**src/rtl/data_sram_responder_pkg.sv**
```systemverilog
`default_nettype none
// ============================================================================
// data_sram_responder_pkg : FSM encodings and default geometry for the
//                           data-side SRAM responder.  Rev 1.0
// ============================================================================
package data_sram_responder_pkg;

    localparam int unsigned c_DEF_WAIT_CYCLES = 2;
    localparam int unsigned c_DEF_ADDR_W      = 16;
    localparam int unsigned c_CNT_W           = 4;

    typedef enum logic [1:0] {
        ST_IDLE  = 2'd0,
        ST_WAIT  = 2'd1,
        ST_GRANT = 2'd2
    } state_e;

endpackage
`default_nettype wire

```
**src/rtl/data_sram_responder_sram_wait_timer.sv**
```systemverilog
`default_nettype none
// ============================================================================
// sram_wait_timer : reloadable wait down-counter with look-ahead expiry flag.
//                   Rev 1.0
// ============================================================================
module sram_wait_timer
    import data_sram_responder_pkg::*;
#(
    parameter int unsigned LOAD_VAL = 1
) (
    input  logic clk,
    input  logic resetn,
    input  logic clr_i,
    input  logic load_i,
    input  logic dec_i,
    output logic expire_o
);

    localparam logic [c_CNT_W-1:0] c_LOAD = c_CNT_W'(LOAD_VAL);

    logic [c_CNT_W-1:0] cnt_q;
    logic [c_CNT_W-1:0] cnt_d;

    always_comb begin
        cnt_d = cnt_q;
        if (clr_i) begin
            cnt_d = '0;
        end else if (load_i) begin
            cnt_d = c_LOAD;
        end else if (dec_i && (cnt_q != '0)) begin
            cnt_d = cnt_q - 1'b1;
        end
    end

    // Expiry looks at the value being loaded, so the FSM can move to GRANT
    // on the same edge that the count reaches zero.
    assign expire_o = (cnt_d == '0);

    always_ff @(posedge clk or negedge resetn) begin
        if (!resetn) begin
            cnt_q <= '0;
        end else begin
            cnt_q <= cnt_d;
        end
    end

endmodule
`default_nettype wire

```
**src/rtl/data_sram_responder.sv**
```systemverilog
`default_nettype none
// ============================================================================
// data_sram_responder : CPU data-port to synchronous single-port RAM bridge
//                       with programmable wait-state insertion.  Rev 1.0
// ============================================================================
module data_sram_responder
    import data_sram_responder_pkg::*;
#(
    parameter int unsigned WAIT_CYCLES = c_DEF_WAIT_CYCLES,
    parameter int unsigned ADDR_W      = c_DEF_ADDR_W
) (
    input  logic              clk,
    input  logic              resetn,
    input  logic              sram_en,
    input  logic [3:0]        sram_wen,
    input  logic [31:0]       sram_addr,
    input  logic [31:0]       sram_wdata,
    output logic [31:0]       sram_rdata,
    output logic              mem_available,
    output logic              ram_en,
    output logic [3:0]        ram_we,
    output logic [ADDR_W-1:0] ram_addr,
    output logic [31:0]       ram_wdata,
    input  logic [31:0]       ram_rdata,
    output logic [31:0]       stall_cnt
);

    localparam logic        c_ZERO_WAIT = (WAIT_CYCLES == 0);
    localparam int unsigned c_LOAD      = (WAIT_CYCLES == 0) ? 0 : WAIT_CYCLES - 1;

    state_e              state_q, state_d;
    logic [3:0]          lat_wen_q, lat_wen_d;
    logic [ADDR_W-1:0]   lat_addr_q, lat_addr_d;
    logic                rd_pend_q, rd_pend_d;
    logic [31:0]         hold_q, hold_d;
    logic [31:0]         stall_q, stall_d;

    logic                w_tmr_clr;
    logic                w_tmr_load;
    logic                w_tmr_dec;
    logic                w_tmr_expire;
    logic                w_grant_fsm;
    logic                w_grant;
    logic                w_req_changed;
    logic [ADDR_W-1:0]   w_word_addr;
    logic                w_unused_addr;

    assign w_word_addr   = sram_addr[ADDR_W+1:2];
    assign w_unused_addr = ^{sram_addr[31:ADDR_W+2], sram_addr[1:0]};
    assign w_req_changed = (sram_wen != lat_wen_q) || (w_word_addr != lat_addr_q);

    sram_wait_timer #(
        .LOAD_VAL (c_LOAD)
    ) u_wait_timer (
        .clk      (clk),
        .resetn   (resetn),
        .clr_i    (w_tmr_clr),
        .load_i   (w_tmr_load),
        .dec_i    (w_tmr_dec),
        .expire_o (w_tmr_expire)
    );

    always_comb begin
        state_d     = state_q;
        lat_wen_d   = lat_wen_q;
        lat_addr_d  = lat_addr_q;
        w_tmr_clr   = 1'b0;
        w_tmr_load  = 1'b0;
        w_tmr_dec   = 1'b0;
        w_grant_fsm = 1'b0;
        case (state_q)
            ST_IDLE: begin
                if (sram_en) begin
                    if (c_ZERO_WAIT) begin
                        w_grant_fsm = 1'b1;
                    end else begin
                        w_tmr_load = 1'b1;
                        lat_wen_d  = sram_wen;
                        lat_addr_d = w_word_addr;
                        state_d    = w_tmr_expire ? ST_GRANT : ST_WAIT;
                    end
                end
            end
            ST_WAIT: begin
                if (!sram_en) begin
                    w_tmr_clr = 1'b1;
                    state_d   = ST_IDLE;
                end else if (w_req_changed) begin
                    // A different request is treated as brand new.
                    w_tmr_load = 1'b1;
                    lat_wen_d  = sram_wen;
                    lat_addr_d = w_word_addr;
                    state_d    = w_tmr_expire ? ST_GRANT : ST_WAIT;
                end else begin
                    w_tmr_dec = 1'b1;
                    state_d   = w_tmr_expire ? ST_GRANT : ST_WAIT;
                end
            end
            ST_GRANT: begin
                w_grant_fsm = sram_en;
                w_tmr_clr   = 1'b1;
                state_d     = ST_IDLE;
            end
            default: begin
                w_tmr_clr = 1'b1;
                state_d   = ST_IDLE;
            end
        endcase
    end

    // Reset must block the zero-wait combinational grant path as well.
    assign w_grant       = w_grant_fsm & resetn;
    assign mem_available = ~resetn | ~sram_en | w_grant;

    assign ram_en    = w_grant;
    assign ram_we    = w_grant ? sram_wen : 4'b0000;
    assign ram_addr  = w_word_addr;
    assign ram_wdata = sram_wdata;

    assign rd_pend_d = w_grant && (sram_wen == 4'b0000);
    assign hold_d    = rd_pend_q ? ram_rdata : hold_q;
    assign stall_d   = (sram_en && !mem_available && (stall_q != 32'hFFFF_FFFF))
                     ? stall_q + 32'd1 : stall_q;

    assign sram_rdata = rd_pend_q ? ram_rdata : hold_q;
    assign stall_cnt  = stall_q;

    always_ff @(posedge clk or negedge resetn) begin
        if (!resetn) begin
            state_q    <= ST_IDLE;
            lat_wen_q  <= '0;
            lat_addr_q <= '0;
            rd_pend_q  <= 1'b0;
            hold_q     <= '0;
            stall_q    <= '0;
        end else begin
            state_q    <= state_d;
            lat_wen_q  <= lat_wen_d;
            lat_addr_q <= lat_addr_d;
            rd_pend_q  <= rd_pend_d;
            hold_q     <= hold_d;
            stall_q    <= stall_d;
        end
    end

endmodule
`default_nettype wire

```
**config.mk**
```make
export PLATFORM = sky130hd
export DESIGN_NAME = data_sram_responder
export DESIGN_NICKNAME = d
export VERILOG_FILES = /design/src/rtl/data_sram_responder_pkg.sv /design/src/rtl/data_sram_responder_sram_wait_timer.sv /design/src/rtl/data_sram_responder.sv
export SDC_FILE = /design/constraint.sdc
export NUM_CORES = 1
export LEC_CHECK = 0
export CORE_ASPECT_RATIO = 0.9
export CORE_MARGIN = 2
export CORE_UTILIZATION = 39
export DETAILED_ROUTE_END_ITERATION = 8
export GPL_ROUTABILITY_DRIVEN = 0
export MAX_ROUTING_LAYER = met4
export PLACE_DENSITY = 0.8
export SLEW_MARGIN = 20
export SYNTH_ARGS = -nofsm -noshare
export SYNTH_HDL_FRONTEND = slang
export SYNTH_SLANG_ARGS = --single-unit
```
**constraint.sdc**
```tcl
create_clock -name clk -period 2.5 [get_ports clk]
set_clock_uncertainty 0.2 [all_clocks]
set_input_delay 0.375 -clock clk [delete_from_list [all_inputs] [get_ports clk]]
set_output_delay 0.375 -clock clk [all_outputs]
set_load 0.02 [all_outputs]
```
Word-level counts from Yosys, hierarchy flattened. Cells that the tools add are included.

Register bits: 91. Word-level logic and storage cells: 61. Input bits: 103. Output and inout bits: 118.

Add/subtract/negate cells: 2. Eq/ne operators: 8. Bitwise logic cells: 5. Muxes and demuxes: 27. Reduce and logical (&&, ||, !) cells: 12.

Operators with widths (number): 16-bit two-way mux (3); 32-bit by 1-bit adder with 32-bit output (second input constant) (1); 32-bit two-way mux (1); 32-bit != test (second input constant) (1); 16-bit one-hot mux with 2 select lines (1); 4-bit two-way mux (7); 16-bit != test (1); 4-bit zero test (2); 1-bit two-way mux (8); 4-bit one-hot mux with 2 select lines (1); 2-bit two-way mux (3); 2-bit != test (second input constant) (3); 1-bit logical AND (4); 4-bit != test (1); 1-bit one-hot mux with 2 select lines (2); 2-bit one-hot mux with 2 select lines (1); 4-bit AND reduction (1); 4-bit nonzero test (1); 4-bit by 1-bit subtractor with 4-bit output (second input constant) (1); 2-bit by 1-bit equality test with 1-bit output (second input constant) (1); 2-bit equality test (second input constant) (1); 2-bit zero test (1); 1-bit NOT (2); 1-bit OR (2); 4 further kinds (4).

Logic depth before layout (Yosys ltp).
Word-level depth: 13. Mapped depth: 8. Mapped depth without buffers: 8.

Cells and area by module. From an unflattened synthesis, not the netlist that was laid out.

Cell total of the unflattened synthesis: 403. Area total of the unflattened synthesis: 4743.3 um^2.

Modules (own cells, without submodules): data_sram_responder (instances 1, seq. area each 2177.1 um^2, area each 4439.3 um^2, cells an instance 372); sram_wait_timer (instances 1, seq. area each 100.1 um^2, area each 304.0 um^2, cells an instance 31).

Worst setup path after synthesis. No wires, ideal clock.

Path kind: register to register. Start point: register stall_q[13] (netlist: stall_cnt[13]). End point: register stall_q[26] (netlist: stall_cnt[26]). Period minus slack after synthesis: 2.220 ns. Required time: 2.167 ns. Library setup time: 0.133 ns. Slack: 0.280 ns. Buffers on the path: 1. Data arrival time: 1.887 ns. Stages on the path, launching flop included: 8. Cells stage by stage: dfrtp_1 and4_4 nand4_2 nor3_4 and4b_1 buf_6 and4_1 xor2_1.

Word-level cells in the longest chain between the ends: 2. Elaborated cells between the ends (all ways): 3. Classes of those cells: add/sub (1); eq/ne (1); reduce/logical (1).

RTL lines: start, declared (RTL line data_sram_responder.sv:36) `logic [31:0] stall_q, stall_d;`; start signal, assigned (RTL line data_sram_responder.sv:142) `stall_q <= stall_d;`; parallel branches: the longest is 2 deep, another holds 32-bit by 1-bit adder with 32-bit output.

Parallel ways; which one is timed is not known. A chain may end at the register's enable or synchronous reset.

Worst setup path after layout.
Start point: register rd_pend_q. End point: output sram_rdata[31].

Word-level cells in the longest chain between the ends: 1.

RTL lines: start, declared (RTL line data_sram_responder.sv:34) `logic rd_pend_q, rd_pend_d;`; start signal, assigned (RTL line data_sram_responder.sv:140) `rd_pend_q <= rd_pend_d;`; 32-bit two-way mux (RTL line data_sram_responder.sv:125) `assign sram_rdata = rd_pend_q ? ram_rdata : hold_q;`; end, declared (RTL line data_sram_responder.sv:18) `output logic [31:0] sram_rdata,`.

Every way passes these cells.

==> metrics.txt <==
status=completed; vias in the first global route=3408; Wirelength per Cell=15.4 µm; DRC violations left=0; R2R depth=6; initial antenna violation count=0; Hold Fails Final Rpt=0; worst reg-to-reg setup slack=0.24 ns; Critical Path RT=between 1.5 and 2 ns; IO Port Bufs=140; first-pass GRT wire length=17.2 mm; Avg Cell Area, Syn=approximately 12 µm²; Yosys reg bits=91; Starting DRT DRC Count=184; Worst Setup End Kind=output pin; Vias=between 3000 and 4000; Antenna Violating Nets Remaining=0; syn_nets=493; Netlist cell types=44; crit path buf inv count=2; Final Max Slew Viols=0; Hold Path Class=in2reg; H-tree Lvls=3; Cells after Synth=388; Core Rows=37; Cell Chain, Critical Path=buf_12 > mux2_2 > clkdlybuf4s50_1; Post-synth EDFFs=0; pre-CTS WS=-0.212 ns; top sig layer=met4; Crit-path slowest cell=clkdlybuf4s50_1; CTS tree=done; Pwr Total=4.55 mW; largest delay contributor family on the critical path=buffers and inverters; Nets=623; Post-synth ARST share=100%; Slew HR=between 50% and 60%; yosys warns=0; hpwl dp=between 7 and 8 mm; met3 routed WL=681 µm; hold path cells=4; register area share after synthesis=50.0%; Pleak=2.82 nW; gr usage total=17.5%; DR vias/cell=between 4 and 5; Crit path largest cell delay=between 0.5 and 0.6 ns; fmax=411 MHz; Critical Path Stages=3; Clock Pin Slew Worst Setup and Hold Paths=0.06 ns; fillers=between 900 and 1000; post-layout min period=2.43 ns; Die Area=12600 µm²; Worst Setup Start Kind=flop; Slew @ Worst Pin=0.608 ns; Die Y=106 µm; Ports=221; Final period util=97.3%; Main synth FF type=dfrtp_1; Core Footprint=11400 µm²; Final WS setup=~0.067 ns; drt pass-1 iters=4; RSZ-0062 raised after global routing=no; pin count of the biggest net entering global routing=49; Met1 Wirelength=~4.4 mm; share of layout cells above drive strength 1=22.2%; # clock sinks=91; clk root buf=clkbuf_16; Worst-Skew Late Latency=0.34 ns; VDD IR max=between 500 and 600 µV; area of the multi-input gates=~1800 µm²; ANT cells=0; register area=between 2000 and 2500 µm²; Synth Cell Area=roughly 4600 µm²; CP arrival=1.86 ns; Max-Cap Viols=0; clk buf depth=2; drt total wl=10.4 mm; Met2 Wirelength=5.28 mm; crit path max fanout=32; Area Overhead vs Synth=39.0%; pwr/cell area=718 nW/µm²; Die X=118 µm; gr ovfl total=0; Crit Path Category=reg2out; CTS Buf Count=9; final number of setup-violating endpoints=0; effective utilization at floorplan=40.0%
==> through the flow <==
step	cells	area, µm²	hold slack [ns]	util (%)	setup TNS, ns
2_1_floorplan	388	4550	-0.121	-	0
3_3_place_gp	662	6020	0.276	52.8	-1.69
3_5_place_dp	662	6020	0.283	52.8	-2.15
4_1_cts	678	6310	0.240	55.4	0
5_1_grt	678	6330	0.263	55.6	0
6_report	678	6330	0.267	55.6	0
==> path summary, 6_finish.rpt <==
kind | start | endpoint
max | rd_pend_q$_DFF_PN0_ | sram_rdata[31]
min in group asynchronous | resetn | lat_addr_q[2]$_DFFE_PN0P_
max in group asynchronous | resetn | hold_q[19]$_DFF_PN0_
max reg2reg | lat_addr_q[6]$_DFFE_PN0P_ | state_q[0]$_DFFE_PN0N_
min | resetn | rd_pend_q$_DFF_PN0_
min reg2reg | hold_q[5]$_DFF_PN0_ | hold_q[5]$_DFF_PN0_
==> state kept, by name, summed over array words and instances (netlist names) <==
register and count:
rd_pend_q 1, u_wait_timer.cnt_q 4, lat_wen_q 4, stall_cnt 32
state_q 2, lat_addr_q 16, hold_q 32
==> report_power, final <==
group / leakage [nW] / total [mW] / switching (mW) / internal (mW)
Sequential: 1.20 / 1.89 / 0.169 / 1.72
Clock: 0.135 / 1.28 / 0.532 / 0.751
Combinational: 1.49 / 1.37 / 0.647 / 0.727
==> layout by cell type, fill, tap and decap left out, drive strengths merged, types with 3 or more instances in the layout <==
cell           instances
dlymetal6s2s           3
nor2                  16
and4                   5
and2                   6
nor4                   5
mux2                  53
nand3                 15
buf                   36
nand4                  9
nor3                  11
inv                    8
nand2                 16
clkdlybuf4s50        134
and3                   8
a21oi                  6
o21ai                  7
nand2b                 3
clkbuf                14
xor2                  28
xnor2                 22
dfrtp                 91
==> Yosys cell counts (all sizes together) (2+ instances only) <==
| library cell | count | area (µm²) |
|---|---|---|
| xor2 | 28 | 245 |
| nor2b | 2 | 12.5 |
| and4 | 5 | 46.3 |
| xnor2 | 22 | 193 |
| o21ai | 7 | 35.0 |
| nand4b | 2 | 17.5 |
| nor4 | 5 | 65.1 |
| and3 | 8 | 52.6 |
| ha | 2 | 25.0 |
| clkbuf | 3 | 11.3 |
| nor4b | 2 | 17.5 |
| and2 | 6 | 37.5 |
| inv | 8 | 30.0 |
| nand2 | 16 | 60.1 |
| dfrtp | 91 | 2280 |
| nor3 | 11 | 66.3 |
| mux2 | 53 | 597 |
| a31oi | 2 | 12.5 |
| nand2b | 3 | 18.8 |
| nor2 | 16 | 60.1 |
| nand4 | 9 | 62.6 |
| a21oi | 6 | 30.0 |
| a21o | 2 | 16.3 |
| nand3 | 15 | 75.1 |
| buf | 54 | 405 |
==> kinds of logic (layout without fill, tap and decap cells) <==
family	after synthesis	after routing	share of synthesized area [%]
and+or+nand+nor	105	105	13.8
DFF	91	91	50.0
buffers and inverters	65	199	9.81
muxes	53	53	13.1
xor gates and xnor gates	50	50	9.62
AOI/OAI and AO/OA	22	22	3.05
adders and majority gates	2	2	0.550
==> final cells by class <==
class                   instances  area share (%)
clock inverters                 1           0.119
multi-input cells             232            29.1
repair buffers                176            26.9
flip-flops and latches         91            36.0
well taps                     156            3.08
inverters                       8           0.475
clock buffers                  14            4.33
==> repair_timing <==
action                                  CTS  global route
hold endpoints to repair                 43             0
buffers inserted                          0             0
endpoints found under the setup margin    5             5
hold buffers                              1             0
resized for setup                         3             5
cloned                                    0             0
pin swaps                                 0             0
==> worst register-to-register path: cells and delay by family (launching register included) <==
family           cells  cell delay, ns
AO/OA/AOI/OAI        3            0.77
XOR/XNOR             1            0.17
flip-flops           1            0.39
AND/OR/NAND/NOR      2            0.62
==> metal layers <==
layer | up-vias | GRT usage (%)
li1 | 1546 | -
met1 | 1630 | 20.7
met2 | 129 | 28.6
met3 | 13 | 6.38
met4 | 0 | 4.82
met5 | - | -
(Power assumes the default switching activity.)
